==> config.mk <==
export PLATFORM = sky130hd
export DESIGN_NAME = tinynpu_ostream_drain
export DESIGN_NICKNAME = d
export VERILOG_FILES = /design/src/rtl/tinynpu_pkg.sv /design/src/rtl/tinynpu_ostream_buf.sv /design/src/rtl/tinynpu_ostream_drain.sv
export SDC_FILE = /design/constraint.sdc
export NUM_CORES = 1
export LEC_CHECK = 0
export CAP_MARGIN = 20
export CORE_MARGIN = 8
export CORE_UTILIZATION = 50
export CTS_BUF_LIST = sky130_fd_sc_hd__clkbuf_4
export DETAILED_ROUTE_END_ITERATION = 10
export PLACE_DENSITY_LB_ADDON = 0.15
export SYNTH_ARGS = -nofsm -noshare
export SYNTH_HDL_FRONTEND = slang
export SYNTH_SLANG_ARGS = --single-unit
==> constraint.sdc <==
create_clock -name clk -period 6.8 [get_ports clk]
set_input_delay 0.68 -clock clk [delete_from_list [all_inputs] [get_ports clk]]
set_output_delay 0.68 -clock clk [all_outputs]
set_load 0.01 [all_outputs]
==> src/rtl/tinynpu_pkg.sv <==
// rtl/tinynpu_pkg.sv - shared constants and drain FSM state type for the TinyNPU output stream
package tinynpu_pkg;

  localparam int DW_DEFAULT  = 16;
  localparam int FRAME_CNT_W = 8;

  typedef enum logic {
    IDLE  = 1'b0,
    DRAIN = 1'b1
  } drain_state_t;

endpackage

==> src/rtl/tinynpu_ostream_buf.sv <==
// rtl/tinynpu_ostream_buf.sv - SIZE x DW capture register file; TINYNPU_OSTREAM_RELU_EN rectifies at write
module tinynpu_ostream_buf
  import tinynpu_pkg::*;
#(
  parameter int SIZE = 4,
  parameter int DW   = DW_DEFAULT,
  parameter int IW   = $clog2(SIZE)
) (
  input  logic          clk,
  input  logic          rst,
  input  logic          we,
  input  logic [DW-1:0] wdata [SIZE],
  input  logic [IW-1:0] rd_idx,
  output logic [DW-1:0] rdata
);

  logic [DW-1:0] mem [SIZE];

  function automatic logic [DW-1:0] rectify(input logic [DW-1:0] v);
`ifdef TINYNPU_OSTREAM_RELU_EN
    return v[DW-1] ? '0 : v;
`else
    return v;
`endif
  endfunction

  always_ff @(posedge clk) begin
    if (rst) begin
      for (int i = 0; i < SIZE; i++) mem[i] <= '0;
    end else if (we) begin
      for (int i = 0; i < SIZE; i++) mem[i] <= rectify(wdata[i]);
    end
  end

  assign rdata = mem[rd_idx];

endmodule

==> src/rtl/tinynpu_ostream_drain.sv <==
// rtl/tinynpu_ostream_drain.sv - captures SIZE MAC results and serializes them on a val/rdy channel (option: TINYNPU_OSTREAM_RELU_EN)
module tinynpu_ostream_drain
  import tinynpu_pkg::*;
#(
  parameter int SIZE = 4,
  parameter int DW   = DW_DEFAULT
) (
  input  logic                     clk,
  input  logic                     rst,
  input  logic                     ostream_req,
  input  logic [DW-1:0]            mac_out [SIZE],
  input  logic                     out_rdy,
  output logic                     out_val,
  output logic [DW-1:0]            out_msg,
  output logic [$clog2(SIZE)-1:0]  out_idx,
  output logic                     out_last,
  output logic                     busy,
  output logic                     drop_err,
  output logic [FRAME_CNT_W-1:0]   frame_cnt
);

  localparam int IW = $clog2(SIZE);
  localparam logic [IW-1:0] LAST_IDX = IW'(SIZE - 1);

  drain_state_t    state;
  logic [IW-1:0]   idx;
  logic [DW-1:0]   rd_word;
  logic            fire;
  logic            last_fire;
  logic            capture;

  assign fire      = (state == DRAIN) && out_rdy;
  assign last_fire = fire && (idx == LAST_IDX);
  // A request is only honoured when the buffer is free or is being vacated this cycle.
  assign capture   = ostream_req && ((state == IDLE) || last_fire);

  tinynpu_ostream_buf #(
    .SIZE (SIZE),
    .DW   (DW)
  ) u_buf (
    .clk    (clk),
    .rst    (rst),
    .we     (capture),
    .wdata  (mac_out),
    .rd_idx (idx),
    .rdata  (rd_word)
  );

  always_ff @(posedge clk) begin
    if (rst) begin
      state     <= IDLE;
      idx       <= '0;
      frame_cnt <= '0;
      drop_err  <= 1'b0;
    end else if (state == IDLE) begin
      if (ostream_req) begin
        state <= DRAIN;
        idx   <= '0;
      end
    end else begin
      if (ostream_req && !last_fire) drop_err <= 1'b1;
      if (fire) begin
        if (idx == LAST_IDX) begin
          frame_cnt <= frame_cnt + 1'b1;
          idx       <= '0;
          if (!ostream_req) state <= IDLE;
        end else begin
          idx <= idx + 1'b1;
        end
      end
    end
  end

  assign out_val  = (state == DRAIN);
  assign busy     = (state == DRAIN);
  assign out_idx  = idx;
  assign out_msg  = out_val ? rd_word : '0;
  assign out_last = out_val && (idx == LAST_IDX);

endmodule
==> results.ini, run 1 <==
[floorplan]
die_h_um = 99.3
ios = 98
fp-row-count = 30
start_util = 0.514
die_w_um = 99.3
core_area_sq_um = 6760
dieArea_sq_um = 9870

[run]
maxCapViolations = 0

[cells_and_area]
nets = 406
layout_commonest_cell = clkdlybuf4s50_1
syn_to_final_growth_pct = 32.5
diodes = 0
layout_common_cells = clkdlybuf4s50_1 (97), and2_1 (81), edfxtp_1 (64)
fin_util = 0.681
drive_gt1_frac = 0.109

[timing]
rsz0062_at_grt = no
slew_headroom = 0.334
worst_pin_slew_ns = 0.997
fin_skew_ns = 0.0154
finalMaxSlewViolations = 0
min_period_over_period = 0.448
setup_viol = 0
hold_violations = 0
max_freq_mhz = 328
post-route-min-period_ns = 3.05
tns_ns = 0

[setup_path]
crit_required_ns = 6.12
crit_type = flip-flop to output pin
worst_ep_arrival_time_ns = 2.37
end_kind = output pin
r2r-start = out_idx[0]
critical_path_peak_fanout = 12
startpoint_type = flip-flop

[hold_path]
min_path_type = flip-flop to flip-flop
hold_start = frame_cnt[7]

[pwr]
worst_ir_drop_vdd_mv = 0.101
p_leak_nw = 1.68
cellPowerDensity_nw_per_um2 = 194

[clock_tree]
cts_post_setup_buffers_inserted = 0
clockBufferDepth = 2
cts_buffers = 9
cts_tree = done
clkSinkCount = 78
cts-resized-gates = 0
cts_root_buf = clkbuf_4
hold_buffers = 0
insertion_delay_ns = 0.40
clk_pin_slew_ns = 0.10
cts_max_level = 3

[logic_synthesis]
syn_nets = 311
netlist_instances = 240
synth_top_flop_cell = edfxtp_1
yosysSeqAreaShare = 0.634
yosysTopAreaCell = edfxtp_1
yosys_warnings = 0
ys_async_sr_fraction = 0
post_synth.cell_area_avg_sq_um = 14.5
synthTopCellsByArea = edfxtp_1 (55%), and2_1 (15%), mux4_2 (10%)
synth-edff-count = 64
ys_seq_elements = 78
synth_top_cell_area_share = 0.553
yosys.cell_types.count = 27
syn_area_sq_um = 3470

[route]
detail_route.first_pass.iterations = 5
vias = 2188
drc_errors = 0
avgRoutedWirePerCell_um = 16.7
final_antenna_net_count = 0
drt_wl_total_um = 7020
via_per_inst = 5.21
first_iter_violations = 92

[global_route]
grt_usage = 0.151
grt_max_degree = 65
grt_pass1_wl_um = 11600
gr-total-overflow = 0
grt_pass1_vias = 2390
grt_antenna_before_repair = 0

[outcome]
status = finished, final reports clean

[place]
place_hpwl_um = 5020
port_buffers = 97
gp_congestion = 0.754

[cells in the mapped netlist, types with 2 or more instances]
library cell / number
and2_1: 81
clkbuf_1: 4
a21oi_1: 7
mux2i_1: 2
nand4_1: 4
xor2_1: 2
mux4_2: 16
or3_1: 4
o31ai_1: 2
dfxtp_1: 14
ha_1: 3
edfxtp_1: 64
buf_4: 4
nor2_1: 6
nand2_1: 6
nand3_1: 2
o21ai_0: 3
clkbuf_2: 6
or4_1: 2
[worst paths after layout]
path	endpoint	slack, ns	depth (start not counted)
max	out_msg[7]	3.75	4
min	frame_cnt[7]	0.50	2
max reg2reg	u_buf.mem[1][12]	4.40	5
min reg2reg	frame_cnt[7]	0.50	2
[metrics by stage]
stage	power (mW)	worst slack (ns)	std cells	area (sq um)	hold slack (ns)
final	0.893	3.75	420	4600	0.500
after global routing	0.940	3.59	420	4600	0.523
after CTS	0.906	3.68	420	4600	0.507
after detailed placement	0.682	3.72	404	4500	0.492
after global placement	0.677	3.73	403	4470	0.462
after floorplan	0.619	4.07	240	3470	0.490
[cell type report]
type | count | area (sq um)
clock buffers | 10 | 75.1
clock inverters | 6 | 28.8
fillers | 517 | 2160
inverters | 1 | 3.75
multi-input cells | 145 | 1180
flip-flops and latches | 78 | 2200
well taps | 80 | 100
repair buffers | 100 | 1010
[worst max-delay path, cell delays in order (launching register included)]
cell and delay [ns]:
dfxtp_1 0.60, buf_16 0.22, mux4_2 0.50, and2_1 0.18, clkdlybuf4s50_1 0.48
[cell families (layout without fill, tap and decap cells)]
logic type,Yosys count,in the layout,synth area share
simple gates,106,106,0.182
flops,78,78,0.634
mux,18,18,0.110
buf+inv,17,117,0.0274
compound gates,16,16,0.0310
fa+ha+maj,3,3,0.0108
xor+xnor,2,2,0.00504
[metal layers]
metal | GRT usage | up-vias | part of all wire
li1 | - | 1058 | -
met1 | 0.173 | 1041 | 0.40
met2 | 0.256 | 75 | 0.53
met3 | 0.0433 | 14 | 0.061
met4 | 0.0733 | 0 | 0.018
met5 | 0 | - | 0
[sequential cells by signal, indices dropped and copies added (netlist names), named ones only]
signal and flops:
u_buf.mem 64, frame_cnt 8, out_idx 2, busy 1, drop_err 1
[power by group]
part           internal [mW]  switching [mW]
combinational         0.0707          0.0359
sequential             0.549          0.0130
clock                 0.0753           0.149
total                  0.695           0.198
Note: power is estimated with default switching activity, not from simulation.
==> run 2: changes to the inputs <==
--- a/config.mk
+++ b/config.mk
@@ -7,7 +7,7 @@
 export LEC_CHECK = 0
 export CAP_MARGIN = 20
 export CORE_MARGIN = 8
-export CORE_UTILIZATION = 50
+export CORE_UTILIZATION = 49
 export CTS_BUF_LIST = sky130_fd_sc_hd__clkbuf_4
 export DETAILED_ROUTE_END_ITERATION = 10
 export PLACE_DENSITY_LB_ADDON = 0.15
==> constraint.sdc (replaced) <==
create_clock -name clk -period 2.88 [get_ports clk]
set_input_delay 0.288 -clock clk [delete_from_list [all_inputs] [get_ports clk]]
set_output_delay 0.288 -clock clk [all_outputs]
set_load 0.01 [all_outputs]
==> run 2 against run 1 <==
Against the previous run:
- global-route usage is 0.86 points lower
- cell count increased by 5.0%
- setup slack got worse by 3.3 ns
- core utilization up 0.33 points
- largest cell class unchanged
==> results.ini, run 2 (synthesis results as in run 1) <==
[setup_path]
crit_chain = buf_4, mux4_2, and2_1, clkdlybuf4s50_1
critPathSlowestCell = mux4_2
max_stage_delay_ns = 0.52  ; -0.08 ns
rrSetupSlack_ns = 0.97  ; -3.43 ns
crit_type = flip-flop to output pin
end_kind = output pin
worst_ep_arrival_time_ns = 2.15  ; -0.22 ns
startpoint_type = flip-flop
critical_path_peak_fanout = 9  ; -3
crit_required_ns = 2.59  ; -3.53 ns

[clock_tree]
clkSinkCount = 78  ; unchanged
clk_pin_slew_ns = 0.09  ; about the same
insertion_delay_ns = 0.40  ; about the same
cts_buffers = 9  ; unchanged
cts_root_buf = clkbuf_4
cts_max_level = 3  ; unchanged
cts_post_setup_buffers_inserted = 0  ; unchanged
cts-resized-gates = 0  ; unchanged
clockBufferDepth = 2  ; unchanged
cts_tree = done
hold_buffers = 0  ; unchanged

[floorplan]
core_area_sq_um = 6830  ; +1.1%
die_h_um = 100  ; +0.85%
dieArea_sq_um = 10000  ; +1.7%
ios = 98  ; unchanged
die_w_um = 100  ; +0.85%
start_util = 0.508  ; -0.00565
fp-row-count = 30  ; unchanged

[pwr]
p_int_mw = 1.68  ; +140%
pwr-share-comb = 0.126  ; +0.007
pwr-share-seq = 0.619  ; -0.010
worst_ir_drop_vdd_mv = 0.253  ; +150%
p_leak_nw = 1.72  ; +2.1%
swShare = 0.211  ; -0.0108
cellPowerDensity_nw_per_um2 = 456  ; +130%
switchingPower_mw = 0.449  ; +130%
p_clk_frac = 0.255  ; +0.004

[timing]
rsz0062_at_grt = no
post-route-min-period_ns = 2.44
hold_violations = 0  ; unchanged
min_period_over_period = 0.846
slew_headroom = 0.589  ; +0.254
fin_skew_ns = 0.0195  ; +0.00413 ns
finalMaxSlewViolations = 0  ; unchanged
tns_ns = 0  ; unchanged
max_freq_mhz = 410
worst_pin_slew_ns = 0.616  ; -0.381 ns
setup_viol = 0  ; unchanged

[route]
vias = 2184  ; -0.18%
drc_errors = 0  ; unchanged
first_iter_violations = 61  ; -34%
final_antenna_net_count = 0  ; unchanged
avgRoutedWirePerCell_um = 15.3  ; -8.4%
drt_wl_total_um = 6750  ; -3.9%
detail_route.first_pass.iterations = 4  ; -1
via_per_inst = 4.95  ; -4.9%

[cells_and_area]
diodes = 0  ; unchanged
nets = 412  ; +1.5%
fin_area_sq_um = 4670  ; +1.6%
largest_reg_flops = 64  ; unchanged
layout_common_cells = clkdlybuf4s50_1 (97), and2_1 (81), edfxtp_1 (64)
syn_to_final_growth_pct = 34.6
layout_commonest_cell = clkdlybuf4s50_1
fin_util = 0.684  ; +0.00332
top_register = u_buf.mem
drive_gt1_frac = 0.125  ; +0.0158

[run]
maxCapViolations = 0  ; unchanged

[place]
port_buffers = 97  ; unchanged
placed_cell_area_sq_um = 4570  ; +1.6%
place_hpwl_um = 4930  ; -1.8%
gp_congestion = 0.768  ; +1.9%

[global_route]
gr-total-overflow = 0  ; unchanged
grt_max_degree = 65  ; unchanged
grt_pass1_wl_um = 11100  ; -4.1%
grt_antenna_before_repair = 0  ; unchanged
grt_pass1_vias = 2379  ; -0.46%
grt_usage = 0.143  ; -0.00861

[outcome]
status = finished, final reports clean

[hold_path]
min_path_type = flip-flop to flip-flop

==> run 2: cell types whose count changed in the layout (fill, tap and decap cells not counted) <==
cell,previous run,this run
buf_4,2,7
clkbuf_4,10,13
clkinv_2,5,2
buf_12,0,2
buf_16,1,0
clkinv_1,1,0
==> run 2: path summary, 6_finish.rpt <==
path | from | cells past startpoint | to
worst max-delay path | flip-flop | 4 | out_msg[15]
worst min register to register | drop_err | 2 | drop_err
worst min-delay path | drop_err | 2 | drop_err
worst max register to register | out_idx[0] | 5 | u_buf.mem[0][6]
==> run 2: stage by stage <==
stage                     std cells  hold WS, ns  power, mW  setup WS [ns]
after floorplan                 240        0.357       1.46          0.255
after global placement          426        0.470       1.61          0.709
after detailed placement        426        0.480       1.62          0.664
after CTS                       441        0.502       2.16          0.386
after global routing            441        0.509       2.22          0.331
final                           441        0.496       2.13          0.443
==> run 2: metal layers <==
layer / GRT usage / routed length [um] / vias to the layer above
met5: 0 / 0 / -
met4: 0.0779 / 157 / 0
met3: 0.0436 / 408 / 15
met2: 0.235 / 3340 / 70
met1: 0.163 / 2850 / 1025
li1: - / - / 1074
==> run 2: area by class of cell <==
| class | count | area [sq um] |
|---|---|---|
| multi-input combinational | 145 | 1180 |
| clock buffer | 13 | 97.6 |
| inverter | 1 | 3.75 |
| clock inverter | 2 | 10.0 |
| timing repair buffer | 106 | 1060 |
| tap | 96 | 120 |
| fill | 527 | 2160 |
| sequential | 78 | 2200 |
==> run 2: critical path, delay by kind of cell, from the launching register on <==
kind / cells / cell delay [ns]
multiplexers: 1 / 0.52
AND/OR/NAND/NOR: 1 / 0.18
flip-flops: 1 / 0.34
buffers and inverters: 2 / 0.72
==> run 2: power by group through the flow <==
stage	combinational [mW]	clock [mW]	sequential, mW
final	0.268	0.544	1.32
after global routing	0.291	0.601	1.33
after CTS	0.273	0.564	1.32
after detailed placement	0.273	0	1.35
after global placement	0.268	0	1.34
after floorplan	0.124	0	1.34
